==> src/rtl/stack_judge.sv <==
// Stacking game judge: moves a block mask left/right at a programmable pace,
// and on a button press checks overlap with the previously placed row.
module stack_judge #(
  parameter int unsigned PRESCALE   = 50000,
  parameter logic [7:0]  START_MASK = 8'b1110_0000
) (
  input  logic       clk,
  input  logic       rst,
  input  logic [7:0] period,
  input  logic       press,
  output logic       stacked,
  output logic       game_over,
  output logic [7:0] row_pattern,
  output logic [7:0] base_pattern,
  output logic [3:0] level
);

  typedef enum logic [1:0] {
    S_IDLE,
    S_MOVE,
    S_JUDGE,
    S_OVER
  } state_t;

  typedef enum logic {
    DIR_RIGHT,
    DIR_LEFT
  } dir_t;

  localparam logic [19:0] LP_PRESC_MAX = 20'(PRESCALE - 1);

  state_t      r_state, w_state_nxt;
  dir_t        r_dir, w_dir_nxt, w_dir_step;
  logic [19:0] r_presc, w_presc_nxt;
  logic [7:0]  r_step, w_step_nxt;
  logic [7:0]  r_row, w_row_nxt, w_row_step;
  logic [7:0]  r_base, w_base_nxt;
  logic [3:0]  r_level, w_level_nxt;
  logic        r_stacked, w_stacked_nxt;
  logic        r_game_over, w_game_over_nxt;

  logic        w_tick;
  logic [7:0]  w_thresh;
  logic        w_step_due;
  logic [7:0]  w_overlap;

  assign w_tick     = (r_state == S_MOVE) && (r_presc == LP_PRESC_MAX);
  // period 0 behaves like period 1; >= lets a shrinking period fire on the next tick
  assign w_thresh   = (period == 8'd0) ? 8'd0 : (period - 8'd1);
  assign w_step_due = (r_step >= w_thresh);
  assign w_overlap  = r_row & r_base;

  assign stacked      = r_stacked;
  assign game_over    = r_game_over;
  assign row_pattern  = r_row;
  assign base_pattern = r_base;
  assign level        = r_level;

  // State and registered-output update, asynchronously reset
  always_ff @(posedge clk or posedge rst) begin
    if (rst) begin
      r_state     <= S_IDLE;
      r_dir       <= DIR_RIGHT;
      r_presc     <= '0;
      r_step      <= '0;
      r_row       <= '0;
      r_base      <= '1;
      r_level     <= '0;
      r_stacked   <= 1'b0;
      r_game_over <= 1'b0;
    end else begin
      r_state     <= w_state_nxt;
      r_dir       <= w_dir_nxt;
      r_presc     <= w_presc_nxt;
      r_step      <= w_step_nxt;
      r_row       <= w_row_nxt;
      r_base      <= w_base_nxt;
      r_level     <= w_level_nxt;
      r_stacked   <= w_stacked_nxt;
      r_game_over <= w_game_over_nxt;
    end
  end

  // Next-state selection
  always_comb begin
    w_state_nxt = r_state;
    case (r_state)
      S_IDLE:  if (press) w_state_nxt = S_MOVE;
      S_MOVE:  if (press) w_state_nxt = S_JUDGE;
      S_JUDGE: w_state_nxt = (w_overlap != 8'd0) ? S_MOVE : S_OVER;
      S_OVER:  if (press) w_state_nxt = S_IDLE;
      default: w_state_nxt = S_IDLE;
    endcase
  end

  // Mask and direction a step would produce; a full row never moves or turns
  always_comb begin
    w_row_step = r_row;
    w_dir_step = r_dir;
    if (r_row != 8'hFF) begin
      if (r_dir == DIR_RIGHT) begin
        if (r_row[0]) begin
          w_dir_step = DIR_LEFT;
          w_row_step = r_row << 1;
        end else begin
          w_row_step = r_row >> 1;
        end
      end else begin
        if (r_row[7]) begin
          w_dir_step = DIR_RIGHT;
          w_row_step = r_row >> 1;
        end else begin
          w_row_step = r_row << 1;
        end
      end
    end
  end

  // Next values of the datapath registers and outputs
  always_comb begin
    w_dir_nxt       = r_dir;
    w_presc_nxt     = r_presc;
    w_step_nxt      = r_step;
    w_row_nxt       = r_row;
    w_base_nxt      = r_base;
    w_level_nxt     = r_level;
    w_stacked_nxt   = 1'b0;
    w_game_over_nxt = r_game_over;
    case (r_state)
      S_IDLE: begin
        if (press) begin
          w_row_nxt   = START_MASK;
          w_base_nxt  = '1;
          w_dir_nxt   = DIR_RIGHT;
          w_presc_nxt = '0;
          w_step_nxt  = '0;
          w_level_nxt = '0;
        end
      end
      S_MOVE: begin
        // a press freezes the pattern so the judge sees exactly what was shown
        if (!press) begin
          w_presc_nxt = w_tick ? 20'd0 : (r_presc + 20'd1);
          if (w_tick) begin
            if (w_step_due) begin
              w_step_nxt = '0;
              w_row_nxt  = w_row_step;
              w_dir_nxt  = w_dir_step;
            end else begin
              w_step_nxt = r_step + 8'd1;
            end
          end
        end
      end
      S_JUDGE: begin
        if (w_overlap != 8'd0) begin
          w_row_nxt     = w_overlap;
          w_base_nxt    = w_overlap;
          w_level_nxt   = (r_level == 4'd15) ? r_level : (r_level + 4'd1);
          w_stacked_nxt = 1'b1;
          w_presc_nxt   = '0;
          w_step_nxt    = '0;
        end else begin
          w_game_over_nxt = 1'b1;
        end
      end
      S_OVER: begin
        if (press) begin
          w_game_over_nxt = 1'b0;
          w_row_nxt       = '0;
          w_level_nxt     = '0;
        end
      end
      default: ;
    endcase
  end

endmodule

==> config.mk <==
export PLATFORM = sky130hd
export DESIGN_NAME = stack_judge
export DESIGN_NICKNAME = d
export VERILOG_FILES = /design/src/rtl/stack_judge.sv
export SDC_FILE = /design/constraint.sdc
export NUM_CORES = 1
export LEC_CHECK = 0
export ABC_CLOCK_PERIOD_IN_PS = 2000
export BUFFER_PORTS_ARGS = -buffer_cell sky130_fd_sc_hd__buf_4
export CORE_AREA = 2 2 65 113
export CTS_CLUSTER_DIAMETER = 100
export CTS_CLUSTER_SIZE = 12
export DETAILED_ROUTE_END_ITERATION = 7
export DIE_AREA = 0 0 67 115
export PLACE_DENSITY = 0.7
export SYNTH_ARGS = -nofsm -noshare
export SYNTH_HDL_FRONTEND = slang
export SYNTH_SLANG_ARGS = --single-unit
==> constraint.sdc <==
create_clock -name clk -period 2 [get_ports clk]
set_input_delay 0.4 -clock clk [delete_from_list [all_inputs] [get_ports clk]]
set_output_delay 0.4 -clock clk [all_outputs]
set_load 0.02 [all_outputs]
==> key figures, run 1 <==
Run status
  – Outcome: finished, violations left
  – Failing checks: negative setup slack

STA
  – RSZ-0062 raised after global routing: yes
  – Worst-Margin Slew: 0.606 ns
  – Layout Skew: 0.00684 ns
  – Tmin final: 2.81 ns
  – Final worst-path cycle share: 140%
  – Final setup margin: -0.807 ns
  – Final setup fails: 17
  – Hold Fails Final Rpt: 0
  – Setup TNS Final: -11.35 ns
  – Peak Freq: 356 MHz
  – Count of pins over their slew limit: 0
  – Rel. slew slack: 59.2%
  – Worst hold slack: 0.155 ns

Logic synthesis
  – Mapped Area: 3280 um2
  – Synth warnings: 0
  – Mapped Nets: 399
  – Biggest area consumer among synthesized cells: dfrtp_1
  – Post-synth EDFFs: 0
  – Distinct cells, synth: 57
  – Post-synth top flop: dfrtp_1
  – Avg Cell Area, Syn: 8.85 um2
  – Top post-synthesis cells by area: dfrtp_1 34%, ha_1 6.5%, dfstp_2 6.4%, o21ai_0 5.6%, nand2_1 4.5%
  – Post-synth ARST share: 100%
  – Seq/Total Area, Yosys: 40.7%
  – FF+latch count, synth: 53
  – Synth top area share: 34.3%
  – Syn Inst Count: 371

Global route
  – Vias in the first global route: 3253
  – First-pass GRT wire length: 15000 um
  – Total GRT Usage: 25.8%
  – Largest net degree at the start of global routing: 54
  – Grt ovf: 0
  – Initial antenna violation count: 0

Detailed routing
  – Total vias in the final route: 3315
  – Wirelength per Cell: 16.3 um
  – Post-Route WL: 9540 um
  – Post-DRT Antenna Nets: 0
  – DR vias/cell: 5.68
  – DRC Markers: 0
  – First-pass detailed-route iteration total: 4
  – Initial DRC Count: 238

Die
  – Die H: 115 um
  – Die Area: 7710 um2
  – Initial core utilization: 48.3%
  – Die width: 67 um
  – IO Pins: 33
  – FP Rows: 40
  – Core ar.: 6810 um2

Clock tree
  – Clock latency on the worst-skew pair: 0.30 ns
  – CTS Sinks: 53
  – Root Driver: clkbuf_16
  – CTS max path bufs: 2
  – Worst-path clk slew: 0.07 ns
  – CTS Buf Count: 5
  – Number of H-tree levels: 2
  – CTS tree: yes

Placement
  – GPL Wtd Cong: 0.856
  – Post-DP HPWL: 6830 um
  – Placed Area: 4430 um2
  – Port Buf Inserts: 32

Setup path
  – Worst path required time: 2.21 ns
  – Crit-path leading delay family: simple AND/OR/NAND/NOR gates
  – CP peak stage delay: 0.43 ns
  – Crit path launch type: primary input
  – Slowest stage cell, crit path: a2111oi_4
  – CP Cell Sequence: buf_12 -> inv_12 -> ha_4 -> nor2b_4 -> nand3b_1 -> or3_4 -> buf_6 -> nand2_4 -> ha_4 -> o2111a_1 -> a2111oi_4 -> nand4bb_4 -> buf_12 -> a21oi_2 -> o22ai_1
  – Critical setup path kind: primary input to register
  – CP arrival: 3.02 ns
  – Buf/Inv on CP: 4
  – Crit-path max FO: 6
  – Crit. End Element: register

Final layout
  – Fraction of layout cells with a size suffix above 1: 41.4%
  – Number of diodes: 0
  – Layout area overhead: 48.9%
  – Nets@finish: 527
  – Fin area: 4890 um2
  – Fill cells: 487

Min path
  – Worst Hold Class: primary input to asynchronous set/reset pin

Power and ir drop
  – Max VDD drop: 0.000700 V
  – Power per cell area: 1310 nW/um2
  – Static Leak: 2.21 nW

Run
  – Max cap viols: 0
-- cell usage after synthesis, types with 3 or more instances --
cell       n
nand4_1   13
nand2b_1   3
nor2b_1    9
nor2_1    35
nor4_1     5
dfstp_2    8
and3_1     6
ha_1      17
xnor2_1    8
o22ai_1    7
inv_1     19
o31ai_1    9
buf_2      5
nand2_1   39
clkbuf_1   8
o21ai_0   37
a22o_1     3
xor2_1     7
nand3_1   10
a21oi_1   22
nor3_1     8
dfrtp_1   45
or3_1      5
-- stage by stage --
| step | worst slack [ns] | total power [mW] | std cells | utilization, % |
|---|---|---|---|---|
| after floorplan | -0.812 | 3.49 | 371 | - |
| after global placement | -1.06 | 4.93 | 566 | 65.1 |
| after detailed placement | -1.21 | 5.00 | 566 | 65.1 |
| after CTS | -0.770 | 6.18 | 581 | 69.1 |
| after global routing | -0.866 | 6.84 | 584 | 71.9 |
| final | -0.807 | 6.43 | 584 | 71.9 |
-- sequential cells by signal, indices dropped and copies added, names as in the netlist, 2 cells and up --
register	cells
level	4
r_step	8
base_pattern	8
row_pattern	8
r_presc	20
r_state	2
-- worst register-to-register path, cell delays in order (launching register included) --
cell and delay (ns):
dfrtp_1 0.36, ha_1 0.18, and3_1 0.27, nand4_4 0.15
o31ai_2 0.38, nand4bb_4 0.19, or3_4 0.40, o2bb2ai_2 0.16
-- placed cells by master (no fill, tap or decap), types with 7 or more instances in the layout --
cell     count
dfstp_2      8
a21oi_1     14
a21oi_2      8
inv_1       15
nor3_1       8
o21ai_0     30
dfrtp_1     45
nand4_1     13
nor2_1      32
nand3_1     10
xnor2_1      8
o22ai_1      7
nand2_1     38
buf_4      127
ha_1        12
-- kinds of logic after synthesis --
logic type | after synthesis | synth area share (%)
buf+inv | 32 | 3.85
simple gates | 153 | 25.1
xor+xnor | 15 | 4.00
mux | 2 | 0.610
fa+ha+maj | 17 | 6.48
compound gates | 99 | 19.3
flops | 53 | 40.7
-- path summary, 6_finish.rpt --
kind / startpoint / slack [ns] / endpoint / cells after the start
worst max register to register: r_presc[0]$_DFFE_PP0P_ / -0.16 / row_pattern[0]$_DFFE_PP0P_ / 7
worst max-delay path: period[1] / -0.81 / row_pattern[2]$_DFFE_PP0P_ / 15
worst min register to register: level[3]$_DFFE_PP0P_ / 0.52 / level[3]$_DFFE_PP0P_ / 1
worst min-delay path: rst / 0.15 / r_presc[2]$_DFFE_PP0P_ / 3
max in group asynchronous: rst / 1.56 / base_pattern[4]$_DFFE_PP1P_ / 3
min in group clk: level[3]$_DFFE_PP0P_ / 0.52 / level[3]$_DFFE_PP0P_ / 1
-- area by class of cell --
type	instances	area [um2]	area share, %
well taps	84	105	2.15
clock inverters	2	10.0	0.205
repair buffers	134	1080	22.0
multi-input cells	286	2140	43.8
inverters	19	91.3	1.87
clock buffers	6	129	2.63
flip-flops and latches	53	1340	27.3
-- what timing repair did --
action	CTS	global route
pin swaps	17	13
gates resized for setup	14	36
hold endpoints to repair	0	0
setup buffers	6	3
cloned	1	1
setup endpoints to repair	22	35
hold buffers	0	0
-- layer usage --
metal	part of all wire, %	vias up	global-route usage (%)
met5	0	-	0
met4	4.6	0	13.5
met3	3.6	34	4.11
met2	56	95	46.9
met1	36	1582	27.6
li1	-	1604	-
-- report_power, final --
group / switching (mW) / internal, mW / leakage (nW)
clock network: 0.387 / 0.461 / 0.0706
logic: 2.20 / 1.88 / 1.44
registers: 0.146 / 1.36 / 0.697
No activity file was read; power rests on OpenSTA's default activity.
==> run 2: changes to the inputs <==
--- a/config.mk
+++ b/config.mk
@@ -7,12 +7,12 @@
 export LEC_CHECK = 0
 export ABC_CLOCK_PERIOD_IN_PS = 2000
 export BUFFER_PORTS_ARGS = -buffer_cell sky130_fd_sc_hd__buf_4
-export CORE_AREA = 2 2 65 113
+export CORE_AREA = 8 8 87 89
 export CTS_CLUSTER_DIAMETER = 100
 export CTS_CLUSTER_SIZE = 12
 export DETAILED_ROUTE_END_ITERATION = 7
-export DIE_AREA = 0 0 67 115
-export PLACE_DENSITY = 0.7
+export DIE_AREA = 0 0 95 97
+export PLACE_DENSITY = 0.76
 export SYNTH_ARGS = -nofsm -noshare
 export SYNTH_HDL_FRONTEND = slang
 export SYNTH_SLANG_ARGS = --single-unit
==> run 2 against run 1 <==
The run still ends with negative setup slack left. Critical endpoint unchanged. Flip-flop and latch count is the same. Clock power is 7.0% lower. Hold slack worse by 0.035 ns. Maximum frequency increased by 3.0%. Sequential share of layout area shrank 0.37 points.
==> key figures, run 2 (synthesis results as in run 1) <==
Run status
  – Outcome: finished, violations left
  – Failing checks: negative setup slack

Detailed routing
  – Wirelength per Cell: 18.3 um (+12%)
  – DRC Markers: 0 (unchanged)
  – DR vias/cell: 6.02 (+6.0%)
  – Post-Route WL: 10500 um (+9.9%)
  – Total vias in the final route: 3454 (+4.2%)
  – Post-DRT Antenna Nets: 0 (unchanged)
  – Initial DRC Count: 245 (+2.9%)
  – First-pass detailed-route iteration total: 5 (+1)

Clock tree
  – Worst-path clk slew: 0.11 ns (+0.04 ns)
  – CTS Sinks: 53 (unchanged)
  – CTS tree: yes
  – Clock latency on the worst-skew pair: 0.31 ns (about the same)
  – Number of H-tree levels: 2 (unchanged)
  – CTS max path bufs: 2 (unchanged)
  – CTS Buf Count: 5 (unchanged)
  – Root Driver: clkbuf_8

Setup path
  – Register-to-register setup slack: -0.22 ns (-0.06 ns)
  – Worst path required time: 2.24 ns (+0.03 ns)
  – Critical setup path kind: primary input to register
  – CP arrival: 2.96 ns (-0.06 ns)
  – Crit-path max FO: 6 (unchanged)
  – Crit path launch type: primary input
  – Crit. End Element: register
  – R2R Path Start: r_presc[12]$_DFFE_PP0P_
  – Crit. Startpoint: period[0]
  – R2R cell count: 6 (-1)
  – R2R Path End: row_pattern[2]$_DFFE_PP0P_

Die
  – Initial core utilization: 52.9% (+4.7 points)
  – Core ar.: 6200 um2 (-8.8%)
  – Die width: 95 um (+42%)
  – IO Pins: 33 (unchanged)
  – Die Area: 9220 um2 (+20%)
  – FP Rows: 29 (-28%)
  – Die H: 97 um (-16%)

Power and ir drop
  – Static Leak: 2.25 nW (+1.9%)
  – Power per cell area: 1380 nW/um2 (+4.7%)
  – Max VDD drop: 0.00113 V (+61%)

Final layout
  – Top reg by flops: r_presc
  – Largest register FFs: 20 (unchanged)
  – Layout area overhead: 50.9%
  – Number of diodes: 0 (unchanged)
  – Final Core Density: 79.9% (+8.0 points)
  – Most frequent cells in the layout: 115 x buf_4, 45 x dfrtp_1, 38 x nand2_1, 33 x nor2_1, 29 x o21ai_0
  – Commonest non-fill, non-tap cell in the layout: buf_4
  – Nets@finish: 524 (-0.57%)
  – Post-Layout Cell Count: 574 (-1.7%)
  – Fraction of layout cells with a size suffix above 1: 41.9% (+0.45 points)

Run
  – Max cap viols: 0 (unchanged)

STA
  – Hold Fails Final Rpt: 0 (unchanged)
  – Final setup margin: -0.725 ns (+0.0828 ns)
  – Worst-Margin Slew: 0.633 ns (+0.0269 ns)
  – Rel. slew slack: 57.5% (-1.7 points)
  – Final setup fails: 20 (+3)
  – Layout Skew: 0.0111 ns (+0.00425 ns)
  – Peak Freq: 367 MHz (+3.0%)
  – RSZ-0062 raised after global routing: yes
  – Tmin final: 2.72 ns (-0.0828 ns)
  – Final worst-path cycle share: 136% (-4.1 points)
  – Count of pins over their slew limit: 0 (unchanged)
  – Setup TNS Final: -10.42 ns (+0.929 ns)

Global route
  – First-pass GRT wire length: 15700 um (+4.4%)
  – Grt ovf: 0 (unchanged)
  – Initial antenna violation count: 0 (unchanged)
  – Vias in the first global route: 3371 (+3.6%)
  – Largest net degree at the start of global routing: 33 (-39%)
  – Total GRT Usage: 20.6% (-5.2 points)

Placement
  – DP Cell Count: 555 (-1.9%)
  – GPL Wtd Cong: 0.873 (+2.1%)
  – Port Buf Inserts: 32 (unchanged)
  – Post-DP HPWL: 6770 um (-0.97%)

Min path
  – Worst Hold Class: primary input to asynchronous set/reset pin
run 2: through the flow:
step           setup slack [ns]  power, mW  instance area, um2  hold slack, ns
2_1_floorplan            -0.812       3.49                3450           0.481
3_3_place_gp             -0.999       4.94                4420           0.461
3_5_place_dp              -1.13       5.06                4420           0.466
4_1_cts                  -0.746       6.23                4730           0.137
5_1_grt                  -0.830       7.21                4960           0.161
6_report                 -0.725       6.82                4960           0.120
run 2: cell type report:
class	instances	area, um2
clock buffer	6	82.6
clock inverter	2	37.5
fill	361	1250
inverter	19	96.3
multi-input combinational	286	2190
sequential	53	1340
tap	77	96.3
timing repair buffer	131	1120
run 2: worst max path at each step:
stage,end,depth (start not counted),slack (ns)
finish,row_pattern[2]$_DFFE_PP0P_,15,-0.72
global route,row_pattern[2]$_DFFE_PP0P_,15,-0.83
CTS,row_pattern[7]$_DFFE_PP0P_,15,-0.75
detailed placement,row_pattern[2]$_DFFE_PP0P_,15,-1.13
global placement,row_pattern[4]$_DFFE_PP0P_,15,-1.0
floorplan,row_pattern[7]$_DFFE_PP0P_,14,-0.81
run 2: timing repair:
action	CTS	global route
endpoints found under the setup margin	27	47
gates resized for setup	22	40
pin swaps	6	26
hold buffers	0	0
setup buffers	4	8
gates cloned	1	0
hold endpoints to repair	0	0
run 2: routing by layer:
layer  track usage [%]  vias up  part of all wire, %
met3              3.71       32                  4.8
li1                  -     1592                    -
met1              25.5     1691                   41
met5                 0        -                    0
met2              34.6      139                   52
met4              7.09        0                  2.5
run 2: power by group:
group	leakage, nW	internal (mW)	switching, mW	total (mW)
sequential	0.697	1.36	0.182	1.54
combinational	1.50	2.08	2.41	4.49
clock	0.0574	0.408	0.380	0.788
run 2: worst max-delay path: stages:
cell       delay, ns
buf_8           0.11
clkinv_8        0.04
ha_4            0.12
nor2b_4         0.13
nand3b_1        0.12
or3_4           0.38
and2_4          0.18
ha_4            0.21
nor3b_4         0.18
o21ai_2         0.10
a2111oi_4       0.36
nand4bb_4       0.27
buf_12          0.13
a21oi_2         0.03
o22ai_1         0.19
==> run 3: changes to the inputs <==
--- a/config.mk
+++ b/config.mk
@@ -13,6 +13,7 @@
 export DETAILED_ROUTE_END_ITERATION = 7
 export DIE_AREA = 0 0 95 97
 export PLACE_DENSITY = 0.76
+export SETUP_SLACK_MARGIN = 0.4
 export SYNTH_ARGS = -nofsm -noshare
 export SYNTH_HDL_FRONTEND = slang
 export SYNTH_SLANG_ARGS = --single-unit
==> run 3 against run 2 <==
The run still ends with negative setup slack left. Non-clock buffer count grew 10. Clock skew increased by 0.0066 ns. Total power is 17% higher. Count of clock-buffer cells in the layout fell by 1. Worst setup slack lost 0.065 ns. Core utilization up 9.9 points. Via count rose by 4.8%. Register-to-register slack is essentially flat. Hold slack lost 0.057 ns. Sequential share of layout area fell by 2.9 points. Final cell count is 1.7% higher. Maximum frequency decreased by 2.3%. Largest cell class unchanged. Largest power group unchanged.
==> key figures, run 3 (synthesis results as in run 1) <==
Run status
  – Outcome: finished, violations left
  – Failing checks: negative setup slack

Die
  – Core ar.: 6200 um2 (unchanged)
  – Die Area: 9220 um2 (unchanged)
  – Initial core utilization: 52.9% (unchanged)
  – IO Pins: 33 (unchanged)
  – Die H: 97 um (unchanged)
  – FP Rows: 29 (unchanged)
  – Die width: 95 um (unchanged)

Placement
  – Port Buf Inserts: 32 (unchanged)
  – Post-DP HPWL: 7010 um (+3.6%)
  – Placed Area: 4520 um2 (+2.3%)
  – GPL Wtd Cong: 0.879 (+0.61%)

Run
  – Max cap viols: 0 (unchanged)

Power and ir drop
  – Max VDD drop: 0.000990 V (-12%)
  – Net Switching: 3.67 mW (+23%)
  – Clock power frac: 10.1% (-1.5 points)
  – Sw Share: 46.1% (+2.5 points)
  – Cell-internal power: 4.30 mW (+12%)
  – Static Leak: 2.36 nW (+4.9%)
  – Power per cell area: 1430 nW/um2 (+4.0%)
  – Combinational Power Share: 69.6% (+3.8 points)
  – Sequential share of power: 20.4% (-2.2 points)

Final layout
  – Number of diodes: 0 (unchanged)
  – Largest register FFs: 20 (unchanged)
  – Nets@finish: 534 (+1.9%)
  – Fraction of layout cells with a size suffix above 1: 54.6% (+13 points)
  – Top reg by flops: r_presc
  – Fin area: 5570 um2 (+12%)
  – Fill cells: 253 (-30%)
  – Most frequent cells in the layout: 108 x buf_4, 41 x dfrtp_1, 34 x nand2_1, 25 x nor2_1, 21 x buf_6
  – Commonest non-fill, non-tap cell in the layout: buf_4
  – Layout area overhead: 69.6%

Clock tree
  – CTS tree: yes
  – Number of H-tree levels: 2 (unchanged)
  – CTS max path bufs: 2 (unchanged)
  – CTS Hold Buffers Added: 0 (unchanged)
  – Root Driver: clkbuf_8
  – CTS Buf Count: 5 (unchanged)
  – Clock latency on the worst-skew pair: 0.33 ns (+0.02 ns)
  – CTS Sinks: 53 (unchanged)
  – Worst-path clk slew: 0.12 ns (about the same)

Setup path
  – Crit-path max FO: 6 (unchanged)
  – R2R cell count: 8 (+2)
  – Crit. Startpoint: period[0]
  – CP arrival: 3.04 ns (+0.08 ns)
  – Worst path required time: 2.25 ns (about the same)
  – Crit. End Element: register
  – Crit path launch type: primary input
  – Critical setup path kind: primary input to register
  – CP peak stage delay: 0.40 ns (+0.02 ns)
  – R2R Path End: r_step[7]$_DFFE_PP0P_
  – Slowest stage cell, crit path: a2111oi_4
  – Worst path most repeated cell: ha_4
  – Register-to-register setup slack: -0.22 ns (about the same)
  – R2R Path Start: r_state[0]$_DFFE_PP0P_
  – CP Cell Sequence: buf_8 -> inv_8 -> ha_4 -> nor2b_4 -> nand3b_1 -> or3_4 -> and2_4 -> ha_4 -> nor3b_4 -> o21ai_2 -> a2111oi_4 -> nand4bb_4 -> buf_12 -> a21oi_1 -> o22ai_1

Global route
  – Grt ovf: 0 (unchanged)
  – Initial antenna violation count: 0 (unchanged)
  – Total GRT Usage: 23.2% (+2.6 points)
  – Vias in the first global route: 3547 (+5.2%)
  – Largest net degree at the start of global routing: 38 (+15%)
  – First-pass GRT wire length: 17400 um (+11%)

STA
  – Count of pins over their slew limit: 0 (unchanged)
  – Rel. slew slack: 66.9% (+9.5 points)
  – Tmin final: 2.79 ns (+0.0646 ns)
  – Layout Skew: 0.0177 ns (+0.00664 ns)
  – Final worst-path cycle share: 139% (+3.2 points)
  – Worst-Margin Slew: 0.494 ns (-0.138 ns)
  – RSZ-0062 raised after global routing: yes
  – Final setup margin: -0.789 ns (-0.0646 ns)
  – Final setup fails: 29 (+45%)
  – Hold Fails Final Rpt: 0 (unchanged)
  – Peak Freq: 359 MHz (-2.3%)
  – Setup TNS Final: -11.66 ns (-1.24 ns)

Detailed routing
  – Post-DRT Antenna Nets: 0 (unchanged)
  – Total vias in the final route: 3619 (+4.8%)
  – Initial DRC Count: 194 (-21%)
  – DRC Markers: 0 (unchanged)
  – DR vias/cell: 6.20 (+3.0%)
  – Post-Route WL: 12300 um (+18%)
  – Wirelength per Cell: 21.1 um (+16%)
  – First-pass detailed-route iteration total: 4 (-1)

Min path
  – Worst Hold Class: primary input to asynchronous set/reset pin
==> run 3: worst max-delay path by stage <==
stage	end	slack, ns	cells after the start
after global placement	row_pattern[3]$_DFFE_PP0P_	-0.97	15
final	row_pattern[3]$_DFFE_PP0P_	-0.79	15
after detailed placement	row_pattern[4]$_DFFE_PP0P_	-1.14	15
after floorplan	row_pattern[7]$_DFFE_PP0P_	-0.81	14
after global routing	row_pattern[3]$_DFFE_PP0P_	-0.90	15
after CTS	row_pattern[3]$_DFFE_PP0P_	-0.75	15
==> run 3: final cells by class <==
cell class                      instances  area [um2]  area share (%)
Clock buffer                            5        68.8            1.24
Clock inverter                          3        50.0           0.899
Tap cell                               77        96.3            1.73
Multi-Input combinational cell        286        2660            47.7
Inverter                               19        95.1            1.71
Timing Repair Buffer                  141        1260            22.7
Sequential cell                        53        1340            24.1
==> run 3: what timing repair did <==
action,4_1_cts,5_1_grt
setup endpoints to repair,52,52
pin swaps,40,32
cloned,2,0
setup buffers,8,13
resized for setup,96,79
==> run 3: layer usage <==
layer,vias up,wire length (um),track usage (%)
met3,48,746,3.94
met2,173,6720,39.9
li1,1619,-,-
met4,0,509,7.33
met1,1779,4350,28.4
met5,-,0,0
==> run 3: through the flow <==
stage                     std cells  power, mW  setup slack (ns)  hold WS, ns  util (%)
after floorplan                 371       3.78            -0.808        0.458         -
after global placement          553       5.05            -0.967        0.414      72.8
after detailed placement        553       5.21             -1.14        0.430      72.8
after CTS                       571       7.03            -0.751       0.0807      82.3
after global routing            584       8.28            -0.899       0.0766      89.8
final                           584       7.97            -0.789       0.0630      89.8
==> run 3: power by group through the flow <==
stage | logic, mW | clock network, mW | registers [mW]
3_3_place_gp | 3.48 | 0 | 1.57
3_5_place_dp | 3.63 | 0 | 1.59
4_1_cts | 4.66 | 0.789 | 1.58
6_report | 5.54 | 0.802 | 1.62
2_1_floorplan | 1.97 | 0 | 1.80
5_1_grt | 5.80 | 0.844 | 1.64
==> run 3: critical path, delay by kind of cell <==
| family | cells | cell delay, ns |
|---|---|---|
| and+or+nand+nor | 6 | 1.27 |
| AOI/OAI and AO/OA | 4 | 0.76 |
| adders and majority gates | 2 | 0.33 |
| buffers and inverters | 3 | 0.30 |
